$ cat config.mk
export PLATFORM = sky130hd
export DESIGN_NAME = fifo_wr_arbiter
export DESIGN_NICKNAME = d
export VERILOG_FILES = /design/src/rtl/fifo_wr_arbiter.sv
export SDC_FILE = /design/constraint.sdc
export NUM_CORES = 1
export LEC_CHECK = 0
export BUFFER_PORTS_ARGS = -buffer_cell sky130_fd_sc_hd__buf_2
export CORE_MARGIN = 1.5
export CORE_UTILIZATION = 37
export CTS_CLUSTER_DIAMETER = 200
export DETAILED_ROUTE_END_ITERATION = 16
export PLACE_DENSITY = 0.75
export SYNTH_ARGS = -nofsm -noshare
export SYNTH_HDL_FRONTEND = slang
export SYNTH_SLANG_ARGS = --single-unit
$ cat constraint.sdc
create_clock -name clk -period 1.67 [get_ports clk]
set_input_delay 0.334 -clock clk [delete_from_list [all_inputs] [get_ports clk]]
set_output_delay 0.334 -clock clk [all_outputs]
set_load 0.01 [all_outputs]
$ cat src/rtl/fifo_wr_arbiter.sv
// Round-robin arbiter sharing the byte FIFO write port among N_REQ valid/ready producers.
// A grant lasts up to MAX_BURST accepted beats and stalls, without timing out, while the FIFO is full.
module fifo_wr_arbiter #(
  parameter int N_REQ      = 4,
  parameter int DATA_WIDTH = 8,
  parameter int MAX_BURST  = 4,
  parameter int GNT_W      = $clog2(N_REQ)
) (
  input  logic                        clk,
  input  logic                        reset,
  input  logic [N_REQ-1:0]            req_valid,
  input  logic [N_REQ*DATA_WIDTH-1:0] req_data,
  output logic [N_REQ-1:0]            req_ready,
  input  logic                        full,
  output logic                        WREN,
  output logic [DATA_WIDTH-1:0]       data_in,
  output logic [GNT_W-1:0]            grant_id,
  output logic                        busy
);

  localparam int                CNT_W     = $clog2(MAX_BURST) + 1;
  localparam logic [CNT_W-1:0]  LAST_BEAT = CNT_W'(MAX_BURST - 1);
  localparam logic [GNT_W-1:0]  LAST_REQ  = GNT_W'(N_REQ - 1);

  typedef enum logic {
    IDLE,
    GRANT
  } state_e;

  state_e                  state_q, state_d;
  logic [GNT_W-1:0]        grant_q, grant_d;
  logic [GNT_W-1:0]        last_q, last_d;
  logic [CNT_W-1:0]        beat_q, beat_d;

  logic [DATA_WIDTH-1:0]   slice [N_REQ];
  logic                    pick_found;
  logic [GNT_W-1:0]        pick_idx;
  logic [GNT_W-1:0]        scan_idx;
  logic                    cur_valid;
  logic                    accept;

  for (genvar g = 0; g < N_REQ; g++) begin : g_slice
    assign slice[g] = req_data[g*DATA_WIDTH +: DATA_WIDTH];
  end

  // Scan starts just after the last releaser, so it naturally has lowest priority.
  always_comb begin
    pick_found = 1'b0;
    pick_idx   = last_q;
    scan_idx   = '0;
    for (int k = 1; k <= N_REQ; k++) begin
      scan_idx = last_q + GNT_W'(k);
      if (!pick_found && req_valid[scan_idx]) begin
        pick_found = 1'b1;
        pick_idx   = scan_idx;
      end
    end
  end

  // Ready is derived from state and full only, never from req_valid.
  always_comb begin
    req_ready = '0;
    accept    = 1'b0;
    cur_valid = req_valid[grant_q];
    busy      = (state_q == GRANT);
    if (state_q == GRANT) begin
      req_ready[grant_q] = !full;
      accept             = cur_valid && !full;
    end
    WREN    = accept;
    data_in = accept ? slice[grant_q] : '0;
  end

  always_comb begin
    state_d = state_q;
    grant_d = grant_q;
    last_d  = last_q;
    beat_d  = beat_q;
    case (state_q)
      IDLE: begin
        if (pick_found) begin
          state_d = GRANT;
          grant_d = pick_idx;
          beat_d  = '0;
        end
      end
      GRANT: begin
        if (accept) begin
          beat_d = beat_q + CNT_W'(1);
        end
        if ((accept && (beat_q == LAST_BEAT)) || !cur_valid) begin
          state_d = IDLE;
          last_d  = grant_q;
        end
      end
      default: state_d = IDLE;
    endcase
  end

  always_ff @(posedge clk or posedge reset) begin
    if (reset) begin
      state_q <= IDLE;
      grant_q <= '0;
      last_q  <= LAST_REQ;
      beat_q  <= '0;
    end else begin
      state_q <= state_d;
      grant_q <= grant_d;
      last_q  <= last_d;
      beat_q  <= beat_d;
    end
  end

  assign grant_id = grant_q;

endmodule

Word level (Yosys, flattened, before mapping)
Index checks and enable logic that the tools add are counted.
- reductions and logical operators: 15
- multiplexer cells: 32
- add/subtract/negate cells: 4
- order comparisons: 7
- bitwise gates (word level): 3
- equality and inequality tests: 3
- operators with widths (operator ; count):
    2-to-1 mux 8 bit ; 3
    binary-select mux 8 bit (select 2 bit) ; 1
    < comparator 2 x 3 -> 1 bit, second input constant ; 5
    2-to-1 mux 1 bit ; 13
    binary-select mux 1 bit (select 2 bit) ; 5
    2-to-1 mux 2 bit ; 4
    logical AND 1 bit ; 6
    2-to-1 mux 3 bit ; 2
    one-hot mux 3 bit (2 select lines) ; 1
    AND reduction 2 bit ; 3
    zero test 1 bit ; 5
    adder 2 bit, second input constant ; 2
    bitwise AND 4 bit ; 1
    2-to-1 mux 4 bit ; 1
    adder 3 x 1 -> 3 bit, second input constant ; 1
    == test 3 x 2 -> 1 bit, second input constant ; 1
    greater-or-equal comparator 3 bit, second input constant ; 1
    inverter 2 -> 3 bit ; 1
    adder 2 x 1 -> 2 bit, second input constant ; 1
    demux 1 bit (select 2 bit) ; 1
    greater-or-equal comparator 2 x 1 -> 1 bit, second input constant ; 1
    != test 2 x 1 -> 1 bit, second input constant ; 1
    != test 2 bit, second input constant ; 1
    one-hot mux 1 bit (2 select lines) ; 1
    other kinds (2) ; 2
- word-level logic and storage cells: 68
- register bits after elaboration: 8
- input port bits: 39
- output and inout port bits: 16

Depth between registers and ports, before layout
Gate-level depths: netlist of run 1.
- depth in word-level cells: 15
- mapped depth: 5
- mapped depth without buffers: 5

Worst setup path after synthesis of run 1
Ideal clock, no wire load.
- path type: register -> output
- start: register grant_q[0], in the netlist grant_id[0]
- end: output port data_in[2]
- cell stages (with the launch flop): 5
- setup slack: -0.114 ns
- arrival time: 1.450 ns
- path buffers: 2
- required time: 1.336 ns
- path through: dfrtp_1 buf_6 buf_2 mux4_2 and3_1
- word-level cells in the longest chain between the ends: 5
- elaborated cells between the ends (all ways): 9
- classes of those cells: mux (7); bitwise (1); reduce/logical (1)
- ends and longest elaborated chain (element ; RTL line ; source):
    from (decl) ; 31 ; logic [GNT_W-1:0] grant_q, grant_d;
    from (signal assigned) ; 108 ; grant_q <= grant_d;
    binary-select mux 1 bit (select 2 bit) / inverter 2 -> 3 bit (equally long branches) ; 64, 71 ;
    2-to-1 mux 1 bit (not written as such) / binary-select mux 8 bit (select 2 bit) (equally long branches) ; 64, 71 ;
    logical AND 1 bit / 2-to-1 mux 8 bit (equally long branches) ; 68, 71 ;
    2-to-1 mux 1 bit / 2-to-1 mux 8 bit (equally long branches) ; 66, 71 ;
    2-to-1 mux 8 bit (*) ; 71 ; data_in = accept ? slice[grant_q] : '0;
    to (decl) ; 16 ; output logic [DATA_WIDTH-1:0] data_in,
Every way passes the cells marked *; elsewhere a longest branch is shown, timed or not. The select of a mux whose other input is x is not followed.

Final worst setup path of run 1
- start: register grant_q[0], in the netlist grant_id[0]
- end: output port data_in[7]
Same word-level chain as after synthesis.

==> metrics, run 1 <==
status=finished with violations; failing checks=negative setup slack; drt drc=0; crit end category=primary output; total CTS buffers=3; relative slew slack=0.788; Syn Nets=116; H-Tree Level Count=1; Final Max Tran Viols=0; # clock sinks=8; fmax=502 MHz; crit share post-route=1.19; Initial Util=0.400; routability-driven placement congestion ratio=0.744; sequential power share=0.200; layout cell share with drive strength beyond 1=0.701; Setup crit start=grant_id[0]; CP endpoint=data_in[7]; CTS tree=done; Clock power frac=0.075; Post-Synthesis Cells=75; final WL=2760 µm; Clock Skew=0.000513 ns; global route overflow=0; CTS Hold Bufs=0; Gate power share=0.725; Port Buffers=54; # diodes=0; Worst R2R Start=grant_id[0]; drt via density=5.54; FF-to-FF path depth=4; post-place setup slack=-0.129 ns; vias in the first global route=936; register bit total from synthesis=8; Core Area=0.00198 mm²; vias post-DR=948; Synth cell types=31; endpoints failing setup=16; gr usage total=0.236; flop2flop setup slack=-0.11 ns; drt initial violations=12; commonest non-fill, non-tap cell in the layout=buf_2; Final TNS setup=-3.16 ns; Leakage=0.000668 µW; reg-to-reg endpoint=beat_q[1]; synth warn=0; PD cells=1530 mW/mm²; num rows=16; Area Overhead vs Synth=73.3%; worst vdd ir=845 µV; Synth Cell Area=793 µm²; fin crit period=1.99 ns; CTS Root Cell=clkbuf_4; Post-DRT Antenna Nets=0; first-pass GRT wire length=4390 µm; CP Data Arrival Time=1.66 ns; Hold Path Class=input pin to async pin; Int Pwr=1290 µW; HPWL after detailed placement=1890 µm; total of max-cap violations=0; Clock Latency Late Sink=0.25 ns; Final #Nets=186; IO Count=55; die width=49.3 µm; Max clock buf depth=2; worst setup margin=-0.323 ns; switching power total=806 µW; Setup crit start kind=register; RSZ-0062 raised after global routing=yes; sw frac=0.384; placed inst area=0.00118 mm²; wire per inst=16.1 µm; crit path kind=register to primary output; initial antenna violation count=0; Worst EP required=1.34 ns; measured slew at the worst slew-check pin=0.316 ns; final hold violation count=0; DR pass1 iterations=4; Avg Inst Size Synth=10.6 µm²; sequential area share after synthesis=0.256; Die Ht=49.3 µm; most frequent cells in the layout=45 x buf_2, 16 x buf_6, 10 x mux4_2; Reg clk slew, reported paths=0.05 ns; largest net degree at the start of global routing=13; die area=0.00243 mm²; final instance area=0.00138 mm²; Crit Path Max Fanout=5
registers in the layout (all words and copies together) (netlist names):
register and count:
beat_q 3, grant_id 2, last_q 2, busy 1
repair_timing:
| item | 4_1_cts | 5_1_grt |
|---|---|---|
| setup endpoints to repair | 13 | 15 |
| gates cloned | 1 | 0 |
| gates resized for setup | 24 | 5 |
| setup buffers | 3 | 4 |
| hold endpoints to repair | 0 | 0 |
| pin swaps | 10 | 6 |
final cells by class:
cell class	count	area, µm²
clock buffers	4	26.3
fillers	144	607
inverters	5	18.8
multi-input cells	58	626
flip-flops and latches	8	205
well taps	27	33.8
repair buffers	69	465
per-layer routing:
metal / part of all wire / vias up / global-route usage
li1: - / 434 / -
met1: 0.42 / 453 / 0.288
met2: 0.49 / 55 / 0.426
met3: 0.077 / 6 / 0.0337
met4: 0.015 / 0 / 0.0714
met5: 0 / - / 0
synth_stat cells:
cell type  count  share of area
buf_6          1          0.014
and2_4         1          0.011
o21ai_0        3          0.019
nand2b_1       3          0.024
mux4_1         4           0.13
nor4_1         2          0.016
nand2_1        4          0.019
and3_1         9          0.071
mux4_2         5           0.14
inv_1          5          0.024
or3_1          1         0.0079
a221o_1        1          0.013
and3b_1        1          0.011
dfrtp_1        6           0.19
nor2_1         4          0.019
nand3_1        1         0.0063
a21oi_2        1          0.011
nor2b_1        1         0.0079
a21o_1         3          0.028
clkbuf_1       3          0.014
o221ai_1       1          0.011
a41oi_1        1          0.011
o221a_2        1          0.014
dfstp_2        2          0.066
or4_1          1         0.0095
buf_2          1         0.0063
ha_1           2          0.032
a21oi_1        3          0.019
a32o_1         1          0.013
o22a_1         1          0.011
mux2_2         2          0.028
worst min-delay path by stage:
| stage | startpoint | end | cells after the start |
|---|---|---|---|
| after CTS | reset | beat_q[0] | 2 |
| after global placement | reset | beat_q[0] | 2 |
| after global routing | reset | beat_q[0] | 2 |
| after detailed placement | reset | beat_q[0] | 2 |
| final | reset | beat_q[0] | 2 |
| after floorplan | reset | beat_q[0] | 1 |
cells by family after synthesis:
group | after synthesis | share of synthesized area
flip-flops | 8 | 0.256
buffers and inverters | 10 | 0.0584
multiplexers | 11 | 0.303
AO/OA/AOI/OAI | 16 | 0.150
AND/OR/NAND/NOR | 28 | 0.202
adder cells (fa/ha/maj) | 2 | 0.0315
power groups by stage:
stage / combinational, µW / clock [µW] / sequential, µW
finish: 1520 / 158 / 419
global route: 1640 / 176 / 436
CTS: 1420 / 163 / 416
detailed placement: 1160 / 0 / 402
global placement: 1120 / 0 / 396
floorplan: 822 / 0 / 406
through the flow:
step / hold WS [ns] / utilization / total power (µW) / cells
6_report: 0.00708 / 0.694 / 2100 / 171
5_1_grt: 0.0386 / 0.694 / 2250 / 171
4_1_cts: 0.00918 / 0.672 / 2000 / 168
3_5_place_dp: 0.284 / 0.596 / 1560 / 160
3_3_place_gp: 0.288 / 0.596 / 1520 / 160
2_1_floorplan: 0.148 / - / 1230 / 75
worst max-delay path, cell delays in order (launching register included):
cell,delay [ns]
dfrtp_2,0.45
buf_6,0.16
mux4_2,0.50
and3_4,0.19
buf_6,0.11
(Power assumes the default switching activity.)
==> inputs of run 2 (changes only) <==
- ABC_AREA: not set -> 1
- CORE_UTILIZATION: 37 -> 40
==> run 2 against run 1 <==
The flow still finishes with violations (negative setup slack). Cell count increased by 46%. Total power increased by 27%. First-iteration DRC count increased by 58%. Critical path type unchanged. Critical endpoint unchanged. Largest power group unchanged.
==> metrics, run 2 <==
synth warn=0; Synth cell types=25; fmax=527 MHz; total power=2660 µW; # clock sinks=8; Clock Latency Late Sink=0.25 ns; first-pass GRT wire length=4220 µm; HPWL after detailed placement=2230 µm; Final #Nets=262; placed inst area=0.00143 mm²; Setup crit start=grant_id[0]; drt initial violations=19; DR pass1 iterations=4; crit end category=primary output; top post-synthesis cells by count=65 x nand2_1, 15 x inv_1, 8 x a22oi_1, 8 x a31oi_4, 6 x dfrtp_1; Synth Cell Area=0.00101 mm²; measured slew at the worst slew-check pin=0.295 ns; PD cells=1630 mW/mm²; num rows=18; CTS Hold Bufs=0; ys async rst share=1.00; initial antenna violation count=0; Worst EP required=1.34 ns; main flop type after synthesis=dfrtp_1; worst setup margin=-0.228 ns; CTS Root Cell=clkbuf_4; commonest non-fill, non-tap cell in the layout=nand2_1; Area Overhead vs Synth=61.4%; Crit Path Max Fanout=8; FF-to-FF path depth=11; H-Tree Level Count=1; failing checks=negative setup slack; Max clock buf depth=2; total CTS buffers=3; ranking of synthesized cells by area=nand2_1 24%, a31oi_4 17%, dfrtp_1 15%, a22oi_1 5.9%, inv_1 5.6%; Setup crit start kind=register; vias in the first global route=1096; IO Count=55; status=finished with violations; Port Buffers=54; layout cell share with drive strength beyond 1=0.534; routability-driven placement congestion ratio=0.802; Final TNS setup=-1.90 ns; final instance area=0.00163 mm²; CTS tree=done; Clock Skew=0.00577 ns; dominant cell type by area after synthesis=nand2_1; CP Data Arrival Time=1.56 ns; worst hold slack=0.00761 ns; cell with the most instances after synthesis=nand2_1; Post-DRT Antenna Nets=0; largest net degree at the start of global routing=9; Synth top area share=0.241; reg-to-reg endpoint=grant_id[0]; total of max-cap violations=0; EDFF count, synth=0; drt drc=0; sequential area share after synthesis=0.200; die width=53.3 µm; # diodes=0; drt via density=4.92; Initial Util=0.416; global route overflow=0; relative slew slack=0.804; RSZ-0062 raised after global routing=yes; CP endpoint=data_in[7]; final hold violation count=0; endpoints failing setup=10; Reg clk slew, reported paths=0.05 ns; register bit total from synthesis=8; Hold Path Class=input pin to async pin; Syn Nets=184; Leakage=0.000837 µW; most frequent cells in the layout=62 x nand2_1, 48 x buf_2, 16 x buf_4; Post-Synthesis Cells=143; die area=0.00284 mm²; gr usage total=0.197; vias post-DR=1226; Avg Inst Size Synth=7.08 µm²; wire per inst=12.5 µm; number of flip-flops under the largest register name=3; Core Area=0.00243 mm²; worst vdd ir=1060 µV; largest reg by FF count=beat_q; Final Max Tran Viols=0; Worst R2R Start=last_q[1]; fin crit period=1.90 ns; final WL=3110 µm; crit path kind=register to primary output; Die Ht=53.3 µm; crit share post-route=1.14; flop2flop setup slack=0.13 ns
-- run 2: cell families after synthesis --
logic type / Yosys count / synth area share
buf+inv: 22 / 0.105
fa+ha+maj: 2 / 0.0247
simple gates: 88 / 0.408
flops: 8 / 0.200
compound gates: 23 / 0.262
-- run 2: cell type report --
type / count / area (µm²)
multi-input cells: 114 / 783
clock buffers: 3 / 22.5
repair buffers: 75 / 510
well taps: 30 / 37.5
inverters: 19 / 76.3
flip-flops and latches: 8 / 204
fillers: 196 / 798
-- run 2: repair_timing --
action                     4_1_cts  5_1_grt
gates cloned                     1        0
setup endpoints to repair       12       14
pin swaps                        5        9
resized for setup               12       14
buffers inserted                 5        2
-- run 2: power by group --
| part | internal, µW | total, µW | switching (µW) |
|---|---|---|---|
| registers | 289 | 380 | 91.1 |
| clock network | 81.6 | 138 | 56.4 |
| logic | 954 | 2140 | 1190 |
| total | 1320 | 2660 | 1340 |
-- run 2: metrics by stage --
step | util | setup slack, ns | instances
floorplan | - | 0.0114 | 143
global placement | 0.586 | -0.0223 | 239
detailed placement | 0.586 | -0.0512 | 239
CTS | 0.636 | -0.199 | 248
global route | 0.672 | -0.290 | 249
finish | 0.672 | -0.228 | 249
-- run 2: worst min path at each step --
stage / end / start / depth (start not counted)
after detailed placement: busy / reset / 2
after floorplan: beat_q[0] / reset / 1
after global routing: grant_id[0] / reset / 2
final: grant_id[0] / reset / 2
after CTS: grant_id[0] / reset / 2
after global placement: busy / reset / 2
-- run 2: critical path, stage by stage, from the launching register on --
cell and delay [ns]:
dfrtp_1 0.42, inv_2 0.15, nor2_4 0.07, buf_12 0.14
a22oi_1 0.28, a31oi_4 0.12, buf_6 0.14
-- run 2: routing by layer --
| layer | vias to the layer above | wire length, µm | part of all wire | global-route usage |
|---|---|---|---|---|
| li1 | 618 | - | - | - |
| met1 | 547 | 1160 | 0.37 | 0.193 |
| met2 | 55 | 1600 | 0.52 | 0.418 |
| met3 | 6 | 299 | 0.096 | 0.0367 |
| met4 | 0 | 38 | 0.012 | 0.0256 |
| met5 | - | 0 | 0 | 0 |
